### config.mk
export PLATFORM = sky130hd
export DESIGN_NAME = paralelo_serial_flat
export DESIGN_NICKNAME = d
export VERILOG_FILES = /design/src/rtl/paralelo_serial_pkg.sv /design/src/rtl/paralelo_serial_if.sv /design/src/rtl/paralelo_serial_hold_reg.sv /design/src/rtl/paralelo_serial.sv /design/src/flat_wrapper.sv
export SDC_FILE = /design/constraint.sdc
export NUM_CORES = 1
export LEC_CHECK = 0
export CAP_MARGIN = 30
export CORE_AREA = 2 2 49 51
export CTS_CLUSTER_DIAMETER = 40
export DETAILED_ROUTE_END_ITERATION = 7
export DIE_AREA = 0 0 51 53
export HOLD_SLACK_MARGIN = 0.12
export PLACE_DENSITY = 0.7
export SLEW_MARGIN = 5
export SYNTH_ARGS = -nofsm -noshare
export SYNTH_HDL_FRONTEND = slang
export SYNTH_SLANG_ARGS = --single-unit
### constraint.sdc
create_clock -name clk_32f -period 1.4 [get_ports clk_32f]
set_input_delay 0.28 -clock clk_32f [delete_from_list [all_inputs] [get_ports clk_32f]]
set_output_delay 0.28 -clock clk_32f [all_outputs]
set_load 0.05 [all_outputs]
### src/rtl/paralelo_serial_pkg.sv
// ps_pkg: shared defaults and FSM state type for the parallel-to-serial transmitter
package ps_pkg;
  localparam logic [7:0] COMMA_DEF = 8'hBC;
  localparam int N_TRAIN_DEF = 4;
  typedef enum logic {ST_TRAIN = 1'b0, ST_RUN = 1'b1} state_t;
endpackage

### src/rtl/paralelo_serial_if.sv
// paralelo_serial_if: byte handshake and serial output bundle
interface paralelo_serial_if;
  logic [7:0] data_in;
  logic       valid_in;
  logic       ready_out;
  logic       data_out;
  logic       byte_start;
  logic       active_out;
  modport master (output data_in, valid_in, input ready_out, data_out, byte_start, active_out);
  modport slave (input data_in, valid_in, output ready_out, data_out, byte_start, active_out);
endinterface

### src/rtl/paralelo_serial_hold_reg.sv
// ps_hold_reg: one-byte holding register between the handshake and the shifter
module ps_hold_reg (
  input  logic       clk,
  input  logic       rst,
  input  logic       run_i,
  input  logic [7:0] data_i,
  input  logic       valid_i,
  input  logic       drain_i,
  output logic       ready_o,
  output logic       full_o,
  output logic [7:0] hold_data_o
);
  logic       full_q, full_d, load;
  logic [7:0] data_q, data_d;
  assign ready_o     = run_i && !full_q;
  assign load        = valid_i && ready_o;
  assign full_o      = full_q;
  assign hold_data_o = data_q;
  // drain and load are mutually exclusive: ready is low whenever the register is full
  always_comb begin
    full_d = load ? 1'b1 : (drain_i ? 1'b0 : full_q);
    data_d = load ? data_i : data_q;
  end
  always_ff @(posedge clk) begin
    if (rst) begin
      full_q <= 1'b0;
      data_q <= 8'h00;
    end else begin
      full_q <= full_d;
      data_q <= data_d;
    end
  end
endmodule

### src/rtl/paralelo_serial.sv
// paralelo_serial: MSB-first byte serializer with comma training and comma idle fill
module paralelo_serial
  import ps_pkg::*;
#(
  parameter logic [7:0] COMMA   = COMMA_DEF,
  parameter int         N_TRAIN = N_TRAIN_DEF
) (
  input logic clk_32f,
  input logic reset,
  paralelo_serial_if.slave bus
);
  state_t     state_q;
  logic [2:0] bit_cnt_q;
  logic [3:0] train_cnt_q;
  logic [7:0] shift_q, hold_data;
  logic       hold_full, ready, load, drain;
  assign load  = bit_cnt_q == 3'd7;
  assign drain = load && state_q == ST_RUN && hold_full;
  ps_hold_reg u_hold (
    .clk        (clk_32f),
    .rst        (reset),
    .run_i      (state_q == ST_RUN),
    .data_i     (bus.data_in),
    .valid_i    (bus.valid_in),
    .drain_i    (drain),
    .ready_o    (ready),
    .full_o     (hold_full),
    .hold_data_o(hold_data)
  );
  // bit_cnt resets to 7 so the first edge after release loads a comma
  always_ff @(posedge clk_32f) begin
    if (reset) begin
      state_q     <= ST_TRAIN;
      bit_cnt_q   <= 3'd7;
      train_cnt_q <= 4'd0;
      shift_q     <= 8'h00;
    end else begin
      bit_cnt_q <= bit_cnt_q + 3'd1;
      shift_q   <= load ? (drain ? hold_data : COMMA) : {shift_q[6:0], 1'b0};
      if (load && state_q == ST_TRAIN) begin
        train_cnt_q <= train_cnt_q + 4'd1;
        if (train_cnt_q == 4'(N_TRAIN - 1)) state_q <= ST_RUN;
      end
    end
  end
  assign bus.data_out   = shift_q[7];
  assign bus.byte_start = bit_cnt_q == 3'd0;
  assign bus.ready_out  = ready;
  assign bus.active_out = state_q == ST_RUN;
endmodule

### src/flat_wrapper.sv
// flat-port wrapper written by rule: the top's interface ports become plain ports
module paralelo_serial_flat import ps_pkg::*;
#(
  parameter logic [7:0] COMMA   = COMMA_DEF,
  parameter int         N_TRAIN = N_TRAIN_DEF
)
  (clk_32f, reset, bus_data_in, bus_valid_in, bus_ready_out, bus_data_out, bus_byte_start, bus_active_out);
  paralelo_serial_if bus_i ();
  input logic clk_32f;
  input logic reset;
  input wire logic [$bits(bus_i.data_in)-1:0] bus_data_in;
  input wire logic [$bits(bus_i.valid_in)-1:0] bus_valid_in;
  output wire logic [$bits(bus_i.ready_out)-1:0] bus_ready_out;
  output wire logic [$bits(bus_i.data_out)-1:0] bus_data_out;
  output wire logic [$bits(bus_i.byte_start)-1:0] bus_byte_start;
  output wire logic [$bits(bus_i.active_out)-1:0] bus_active_out;
  assign bus_i.data_in = bus_data_in;
  assign bus_i.valid_in = bus_valid_in;
  assign bus_ready_out = bus_i.ready_out;
  assign bus_data_out = bus_i.data_out;
  assign bus_byte_start = bus_i.byte_start;
  assign bus_active_out = bus_i.active_out;
  paralelo_serial #(.COMMA(COMMA), .N_TRAIN(N_TRAIN)) u_core (.clk_32f(clk_32f), .reset(reset), .bus(bus_i));
endmodule
==> metrics.md <==
| Metric | Value |
|---|---|
| Status | `complete, but fails checks` |
| Failing checks | `setup timing` |
| Pre-antenna DRT Iters | `2` |
| Die Ht | `53 um` |
| Flops & latches, synth | `25` |
| Vias in the first global route | `688` |
| Max-Cap Viols | `0` |
| Final Max Slew Viols | `0` |
| Cts hold-fix bufs | `0` |
| PwrDens | `1040 mW/mm^2` |
| GR Util met3 | `0.0198` |
| First DRT Iteration DRCs | `5` |
| Die area | `0.00270 sq mm` |
| Via Count | `747` |
| F_max | `666 MHz` |
| Compound-Gate Fraction of Synth Area | `0.0223` |
| Skew-Pair Late Insertion Delay | `0.32 ns` |
| Synth warnings | `0` |
| GPL Wtd Cong | `roughly 0.73` |
| Avg Inst Size Synth | `9.62 sq um` |
| Worst min path class | `reg -> reg` |
| Starting density of the core | `0.443` |
| CTS Buf Count | `3` |
| Clock-pin slew on the worst setup and hold paths | `between 0.1 and 0.15 ns` |
| Register area share after synthesis | `0.526` |
| Most Used Layer, Global Route | `met2` |
| RSZ-0062 raised after global routing | `yes` |
| Required time of the critical path | `1.12 ns` |
| CP max FO | `2` |
| Critical Path Sink Type | `primary output` |
| Slew Limit Headroom | `0.836` |
| Ratio of cells with drive above 1 in the final layout | `0.296` |
| Core Area | `roughly 0.0021 sq mm` |
| R2R cell count | `5` |
| Final worst setup slack | `-0.102 ns` |
| Mux cell area share after synthesis | `0.110` |
| Period utilization | `1.07` |
| Crit start category | `flop` |
| Worst Setup Path Type | `reg -> out` |
| Sink Count | `25` |
| Wirelength per Cell | `11.7 um` |
| Post-synthesis cell type count | `23` |
| First-pass GRT wire length | `about 3000 um` |
| Xor/xnor share of the synthesized area | `0.0184` |
| Final hold slack | `roughly 0.45 ns` |
| Max Buffers Root-to-Sink | `2` |
| Initial antenna violation count | `0` |
| Setup Skew | `0.0105 ns` |
| Met1 track demand over resource | `0.185` |
| Post-Synth Adder-Cell Area | `0.0526` |
| Area share of and/or/nand/nor cells after synthesis | `0.238` |
| Overall Global Routing Usage | `0.154` |
| CP arrival | `1.22 ns` |
| Detailed Place HPWL | `1200 um` |
| Largest family of logic cells by synthesized area | `simple AND/OR/NAND/NOR gates` |
| Antenna Nets Post-Route | `0` |
| Drt total wl | `1800 um` |
| Syn Inst Count | `99` |
| GR Util met2 | `0.249` |
| Root buf cell | `clkbuf_4` |
| # nets final | `approximately 140` |
| Die width | `51 um` |
| Row cnt | `17` |
| ANT cells | `0` |
| Total power | `~1400 uW` |
| Mapped cell area | `approximately 950 sq um` |
| Via density | `approximately 4.9` |
| Final hold vios | `0` |
| Remaining global-route overflow | `0` |
| IO Pins | `15` |
| Final critical delay including setup and external delays | `1.50 ns` |
| CTS tree | `built` |
| Hold path cells | `2` |
| Syn Nets | `~110` |
| Pleak | `0.000609 uW` |
| H-tree depth | `1` |
| Area delta synth->final | `41.3%` |
| # DRC | `0` |
| Final setup fails | `1` |
| Largest net degree at the start of global routing | `16` |
| I/O Buffers | `14` |
| Max IR drop VDD | `0.730 mV` |
| Worst slew pin tran | `0.246 ns` |
final timing paths:
kind	start	end	slack (ns)
setup / recovery	u_core.bit_cnt_q[0]	bus_byte_start	-0.10
hold reg to reg	u_core.shift_q[4]	u_core.shift_q[5]	0.45
setup reg to reg	u_core.bit_cnt_q[0]	u_core.train_cnt_q[3]	0
hold / removal	u_core.shift_q[4]	u_core.shift_q[5]	0.45
cell usage after synthesis, drive strengths merged:
library cell  instances  area [sq um]
nand3b                2          15.0
nand3                 1          5.00
mux2                  1          15.0
xor2                  1          8.76
mux2i                 9          90.1
dfxtp                25           500
nand4                 1          6.26
and3                  1          6.26
a31oi                 1          6.26
a21oi                 3          15.0
ha                    4          50.1
nor2                 26          97.6
nand2b                1          6.26
nor2b                 6          40.0
xnor2                 1          8.76
nor3                  6          30.0
or2                   2          12.5
nor3b                 1          7.51
inv                   2          7.51
buf                   2          12.5
clkbuf                3          11.3
worst max-delay path, stage by stage, from the launching register on:
cell and delay [ns]:
dfxtp_2 0.35, buf_6 0.11, inv_4 0.05, ha_4 0.11, nor2b_4 0.15, buf_12 0.14
flip-flops by register name, summed over array words and instances, names as in the netlist:
signal / count
u_core.bit_cnt_q: 3
u_core.bus.active_out: 1
u_core.shift_q: 8
u_core.train_cnt_q: 4
u_core.u_hold.full_o: 1
u_core.u_hold.hold_data_o: 8
cells in the final DEF (no fill, tap or decap), types with 2 or more instances in the layout:
| cell type | instances |
|---|---|
| or2_2 | 2 |
| clkdlybuf4s50_1 | 10 |
| ha_1 | 2 |
| nor2b_4 | 3 |
| nor2_1 | 26 |
| mux2i_1 | 9 |
| a21oi_1 | 2 |
| dfxtp_1 | 23 |
| buf_4 | 11 |
| nand3b_1 | 2 |
| clkbuf_4 | 3 |
| buf_6 | 2 |
| nor2b_1 | 3 |
| nor3_1 | 4 |
| nor3_2 | 2 |
| buf_12 | 4 |
stage by stage:
stage	instance area [sq um]	utilization	std cells	setup slack, ns	TNS, ns
after floorplan	962	-	99	-0.0467	-0.0467
after global placement	1210	0.565	144	0.0317	0
after detailed placement	1210	0.565	144	-0.0188	-0.0439
after CTS	1290	0.599	149	-0.112	-0.112
after global routing	1350	0.626	153	-0.145	-0.214
final	1350	0.626	153	-0.102	-0.102
area by class of cell:
type	instances	area, sq um
well taps	28	35.0
inverters	2	10.0
flip-flops and latches	25	505
multi-input cells	67	479
fillers	179	803
clock inverters	1	7.51
repair buffers	27	285
clock buffers	3	22.5
cells by family after synthesis:
group,Yosys count
mux,10
compound gates,4
fa+ha+maj,4
flops,25
buf+inv,7
xor+xnor,2
simple gates,47
per-layer routing:
layer / share of wire / wire, um
met5: 0 / 0
met4: 0.023 / 42
met3: 0.032 / 57
met2: 0.48 / 871
met1: 0.46 / 825
where the power goes:
part           internal, uW  total, uW  switching (uW)
Sequential              757        787            29.4
Clock                   109        330             221
Combinational           157        278             121
Total                  1020       1400             372
repair_timing:
item                                    CTS  global route
gates resized for setup                  11             6
buffers inserted                          1             4
endpoints found under the setup margin    8             8
pin swaps                                 2             2
No activity file was read; power rests on OpenSTA's default activity.
